File: src/rtl/prod_bcd_conv_if.sv
// Product-to-BCD handshake bundle between the multiplier and the BCD stage.
// The master side feeds products; the slave side returns decimal digits.
interface prod_bcd_conv_if #(
   parameter int WIDTH  = 16,
   parameter int DIGITS = 5
);
   logic                  in_valid;
   logic [WIDTH-1:0]      in_data;
   logic [4*DIGITS-1:0]   bcd_out;
   logic                  out_valid;
   logic                  busy;
   logic [2:0]            digit_count;

   modport master (
      output in_valid,
      output in_data,
      input  bcd_out,
      input  out_valid,
      input  busy,
      input  digit_count
   );

   modport slave (
      input  in_valid,
      input  in_data,
      output bcd_out,
      output out_valid,
      output busy,
      output digit_count
   );
endinterface

File: src/rtl/prod_bcd_conv.sv
// Sequential double-dabble: converts one multiplier product to packed BCD,
// one bit per clock, and reports the count of significant digits.
module prod_bcd_conv #(
   parameter int WIDTH  = 16,
   parameter int DIGITS = 5
) (
   input  logic CLK,
   input  logic reset,
   prod_bcd_conv_if.slave bus
);
   localparam int BW = 4 * DIGITS;
   localparam int CW = $clog2(WIDTH + 1);
   localparam logic [CW-1:0] LAST = CW'(WIDTH - 1);

   typedef enum logic [1:0] {
      IDLE,
      CONVERT,
      DONE
   } state_t;

   state_t            state;
   logic              prev_valid;
   logic [WIDTH-1:0]  bin_sh;
   logic [BW-1:0]     bcd_sh;
   logic [CW-1:0]     bitcnt;
   logic [BW-1:0]     bcd_q;
   logic              out_valid_q;
   logic              busy_q;
   logic [2:0]        digit_count_q;

   logic [BW-1:0]     adj;
   logic [2:0]        nz_cnt;

   // Add-3 on every digit >=5 so the following shift carries correctly.
   always_comb begin
      adj = '0;
      for (int i = 0; i < DIGITS; i++) begin
         adj[4*i +: 4] = (bcd_sh[4*i +: 4] >= 4'd5) ?
                         bcd_sh[4*i +: 4] + 4'd3 :
                         bcd_sh[4*i +: 4];
      end
   end

   // Highest nonzero digit index + 1; zero still shows one digit.
   always_comb begin
      nz_cnt = 3'd1;
      for (int i = 0; i < DIGITS; i++) begin
         if (bcd_sh[4*i +: 4] != 4'd0)
            nz_cnt = 3'(i + 1);
      end
   end

   always_ff @(posedge CLK or posedge reset) begin
      if (reset) begin
         state         <= IDLE;
         prev_valid    <= 1'b0;
         bin_sh        <= '0;
         bcd_sh        <= '0;
         bitcnt        <= '0;
         bcd_q         <= '0;
         out_valid_q   <= 1'b0;
         busy_q        <= 1'b0;
         digit_count_q <= 3'd0;
      end else begin
         prev_valid <= bus.in_valid;
         unique case (state)
            IDLE: begin
               if (bus.in_valid && !prev_valid) begin
                  bin_sh      <= bus.in_data;
                  bcd_sh      <= '0;
                  bitcnt      <= '0;
                  busy_q      <= 1'b1;
                  out_valid_q <= 1'b0;
                  state       <= CONVERT;
               end
            end
            CONVERT: begin
               {bcd_sh, bin_sh} <= {adj[BW-2:0], bin_sh, 1'b0};
               bitcnt           <= bitcnt + 1'b1;
               if (bitcnt == LAST)
                  state <= DONE;
            end
            DONE: begin
               bcd_q         <= bcd_sh;
               digit_count_q <= nz_cnt;
               out_valid_q   <= 1'b1;
               busy_q        <= 1'b0;
               state         <= IDLE;
            end
            default: state <= IDLE;
         endcase
      end
   end

   assign bus.bcd_out     = bcd_q;
   assign bus.out_valid   = out_valid_q;
   assign bus.busy        = busy_q;
   assign bus.digit_count = digit_count_q;
endmodule

File: src/flat_wrapper.sv
// flat-port wrapper written by rule: the top's interface ports become plain ports
module prod_bcd_conv_flat 
#(
   parameter int WIDTH  = 16,
   parameter int DIGITS = 5
)
  (CLK, reset, bus_in_valid, bus_in_data, bus_bcd_out, bus_out_valid, bus_busy, bus_digit_count);
  prod_bcd_conv_if #(.WIDTH(WIDTH), .DIGITS(DIGITS)) bus_i ();
  input  logic CLK;
  input  logic reset;
  input wire logic [$bits(bus_i.in_valid)-1:0] bus_in_valid;
  input wire logic [$bits(bus_i.in_data)-1:0] bus_in_data;
  output wire logic [$bits(bus_i.bcd_out)-1:0] bus_bcd_out;
  output wire logic [$bits(bus_i.out_valid)-1:0] bus_out_valid;
  output wire logic [$bits(bus_i.busy)-1:0] bus_busy;
  output wire logic [$bits(bus_i.digit_count)-1:0] bus_digit_count;
  assign bus_i.in_valid = bus_in_valid;
  assign bus_i.in_data = bus_in_data;
  assign bus_bcd_out = bus_i.bcd_out;
  assign bus_out_valid = bus_i.out_valid;
  assign bus_busy = bus_i.busy;
  assign bus_digit_count = bus_i.digit_count;
  prod_bcd_conv #(.WIDTH(WIDTH), .DIGITS(DIGITS)) u_core (.CLK(CLK), .reset(reset), .bus(bus_i));
endmodule
File: config.mk
export PLATFORM = sky130hd
export DESIGN_NAME = prod_bcd_conv_flat
export DESIGN_NICKNAME = d
export VERILOG_FILES = /design/src/rtl/prod_bcd_conv_if.sv /design/src/rtl/prod_bcd_conv.sv /design/src/flat_wrapper.sv
export SDC_FILE = /design/constraint.sdc
export NUM_CORES = 1
export LEC_CHECK = 0
export ABC_AREA = 1
export BUFFER_PORTS_ARGS = -buffer_cell sky130_fd_sc_hd__buf_2
export CAP_MARGIN = 10
export CELL_PAD_IN_SITES_DETAIL_PLACEMENT = 1
export CELL_PAD_IN_SITES_GLOBAL_PLACEMENT = 1
export CORE_MARGIN = 2
export CORE_UTILIZATION = 35
export CTS_CLUSTER_SIZE = 12
export DETAILED_ROUTE_END_ITERATION = 10
export MAX_ROUTING_LAYER = met4
export PLACE_DENSITY = 0.69
export SYNTH_ARGS = -nofsm -noshare
export SYNTH_HDL_FRONTEND = slang
export SYNTH_SLANG_ARGS = --single-unit
File: constraint.sdc
create_clock -name CLK -period 2.9 [get_ports CLK]
set_input_delay 0.58 -clock CLK [delete_from_list [all_inputs] [get_ports CLK]]
set_output_delay 0.58 -clock CLK [all_outputs]
set_load 0.05 [all_outputs]
==> metrics.md <==
| Metric | Value |
|---|---|
| Post-DRT Antenna Nets | 0 |
| Area Growth Syn to Fin | 16.78% |
| Crit path top cell by count | nand2_1 |
| Vias per cell | 4.804 |
| Cell Chain, Critical Path | inv_2 -> nand2_2 -> inv_2 -> nand2_1 -> nand2_1 -> nand2_1 -> o21ai_2 |
| Yosys reg bits | 69 |
| Slew HR | 0.5683 |
| Vias | 2897 |
| Arr. time, crit path | 1.92 ns |
| Cell Pwr Density | 1189 nW/um^2 |
| Crit path max-delay cell type | inv_2 |
| Leak pwr | 0.002085 uW |
| # H-tree levels | 3 |
| Post-CTS Setup Bufs | 0 |
| Synth Instances | 424 |
| Clk sink count | 69 |
| Final period util | 0.5621 |
| Dpl cell area | 3752 um^2 |
| DRC Markers | 0 |
| Post-cts sizing count | 0 |
| CP max stage delay | 0.48 ns |
| Starting Density | 0.3550 |
| Layout Utilization | 0.4146 |
| CTS Buffer Depth | 2 |
| R2R depth | 7 |
| Crit. End Element | register |
| Vias in the first global route | 3049 |
| CTS buffer count | 9 |
| DR iter-0 viols | 110 |
| Final TNS setup | 0 ns |
| Initial antenna violation count | 0 |
| Worst Skew | 0.008947 ns |
| WS Path Type | register to register |
| Most common cell after layout, fill and taps aside | nand2_1 |
| PnR Total Power | 4751 uW |
| # setup viols final | 0 |
| Required time worst endpoint | 3.19 ns |
| Fin. Hold Viols | 0 |
| Hold/Removal Path Class | primary input to async pin |
| Most frequent cells in the layout | 113 x nand2_1, 69 x dfrtp_1, 53 x inv_1 |
| Die width | 102.9 um |
| CP max FO | 26 |
| Startpoint types | register |
| Routed WL | 7.914 mm |
| Clk_lat worst skew | 0.36 ns |
| DR pass1 iterations | 4 |
| Outcome | finished, final reports clean |
| Clk root buf | clkbuf_8 |
| Worst VDD drop | 326.3 uV |
| Die area | 10580 um^2 |
| Unique masters post-synth | 21 |
| Netlist Area Pre-Place | 3422 um^2 |
| Global-route wire length before repair | 14.01 mm |
| Die Y | 102.9 um |
| Reg2reg start | u_core.state[1] |
| Total global routing overflow | 0 |
| Max Freq | 0.6135 GHz |
| Synth Area per Inst | 8.071 um^2 |
| Layout cells sized above 1 | 0.1660 |
| Seq/Total Area, Yosys | 0.5046 |
| Syn nets | 456 |
| Worst reg-to-reg setup slack | 1.27 ns |
| Post-layout net count | 497 |
| Total of max-cap violations | 0 |
| GRT Total Usage | 0.1745 |
| Min Tclk post-route | 1.630 ns |
| Routed wire per std cell | 13.12 um |
| Placer Congestion | 0.7749 |
| Largest net degree at the start of global routing | 48 |
| Hold_buf cts | 0 |
| Clk slew on worst S/H paths | 0.07 ns |
| TritonCTS clock tree | built |
| Yosys warnings | 0 |
| Ant diodes | 0 |
| I/O Buffers | 43 |
| Cell Rows | 36 |
| Unrepaired setup endpoints after global routing | no |
| Core Region | 9639 um^2 |
| Post-DP HPWL | 5.346 mm |
| Final instance area | 3996 um^2 |
| Critical R2R Capture | u_core.bin_sh[5] |
| Final Max Tran Viols | 0 |
| Ports | 44 |
| Slew @ Worst Pin | 0.6466 ns |
power by group:
group          internal [uW]  switching [uW]  total (uW)
sequential              1340             252        1600
clock                    577             380         957
combinational            664            1530        2200
total                   2590            2170        4750
per-layer routing:
layer,GRT usage,vias to the layer above,share of wire
met5,-,-,0
met4,0.07895,0,0.021
met2,0.2842,46,0.47
met1,0.2159,1398,0.48
li1,-,1441,-
met3,0.02441,12,0.026
cell type report:
type	instances	area (um^2)
Fill cell	1240	5643
Sequential cell	69	1727
Multi-Input combinational cell	281	1388
Timing Repair Buffer	47	257.7
Inverter	57	214.0
Clock buffer	13	178.9
Tap cell	133	166.4
Clock inverter	3	65.06
kinds of logic after synthesis:
kind of cell,after synthesis,synth area share
buf+inv,74,0.08994
simple gates,205,0.2552
compound gates,63,0.1027
flops,69,0.5046
fa+ha+maj,13,0.04753
metrics by stage:
stage                     cells  hold WS, ns  worst slack (ns)
after CTS                   603       0.2710             1.237
after floorplan             424       0.4538            0.5801
after global placement      587       0.4623             1.171
final                       603       0.2671             1.270
after detailed placement    587       0.4696             1.123
after global routing        603       0.3093            0.9944
sequential cells by signal, summed over array words and instances, names as in the netlist:
register                count
u_core.bcd_sh              20
u_core.bin_sh              16
u_core.bitcnt               5
u_core.bus.bcd_out         20
u_core.bus.busy             1
u_core.bus.digit_count      3
u_core.bus.out_valid        1
u_core.prev_valid           1
u_core.state                2
critical path, delay by kind of cell (launching register included):
family	cells	cell delay (ns)
buffers and inverters	2	0.57
flip-flops	1	0.37
AO/OA/AOI/OAI	1	0.07
AND/OR/NAND/NOR	4	0.54
synth_stat cells, drive strengths merged:
cell type,n,share of area
nand3,52,0.076
buf,14,0.023
clkbuf,3,0.0040
inv,57,0.063
dfrtp,69,0.50
nor2,27,0.030
o21ai,59,0.095
nand2,114,0.13
a21oi,3,0.0055
o21bai,1,0.0022
ha,13,0.048
nand4,12,0.024
worst max-delay path by stage:
| stage | from | endpoint | slack [ns] | cells past startpoint |
|---|---|---|---|---|
| 2_1_floorplan | reset | u_core.bcd_sh[0] | 0.58 | 1 |
| 3_3_place_gp | bus_in_valid | u_core.bin_sh[12] | 1.17 | 7 |
| 3_5_place_dp | bus_in_valid | u_core.bin_sh[14] | 1.12 | 7 |
| 4_1_cts | u_core.state[1] | u_core.bin_sh[5] | 1.24 | 7 |
| 5_1_grt | u_core.state[1] | u_core.bin_sh[5] | 0.99 | 7 |
| 6_report | u_core.state[1] | u_core.bin_sh[5] | 1.27 | 7 |
Power figures use the tool's default switching activity.
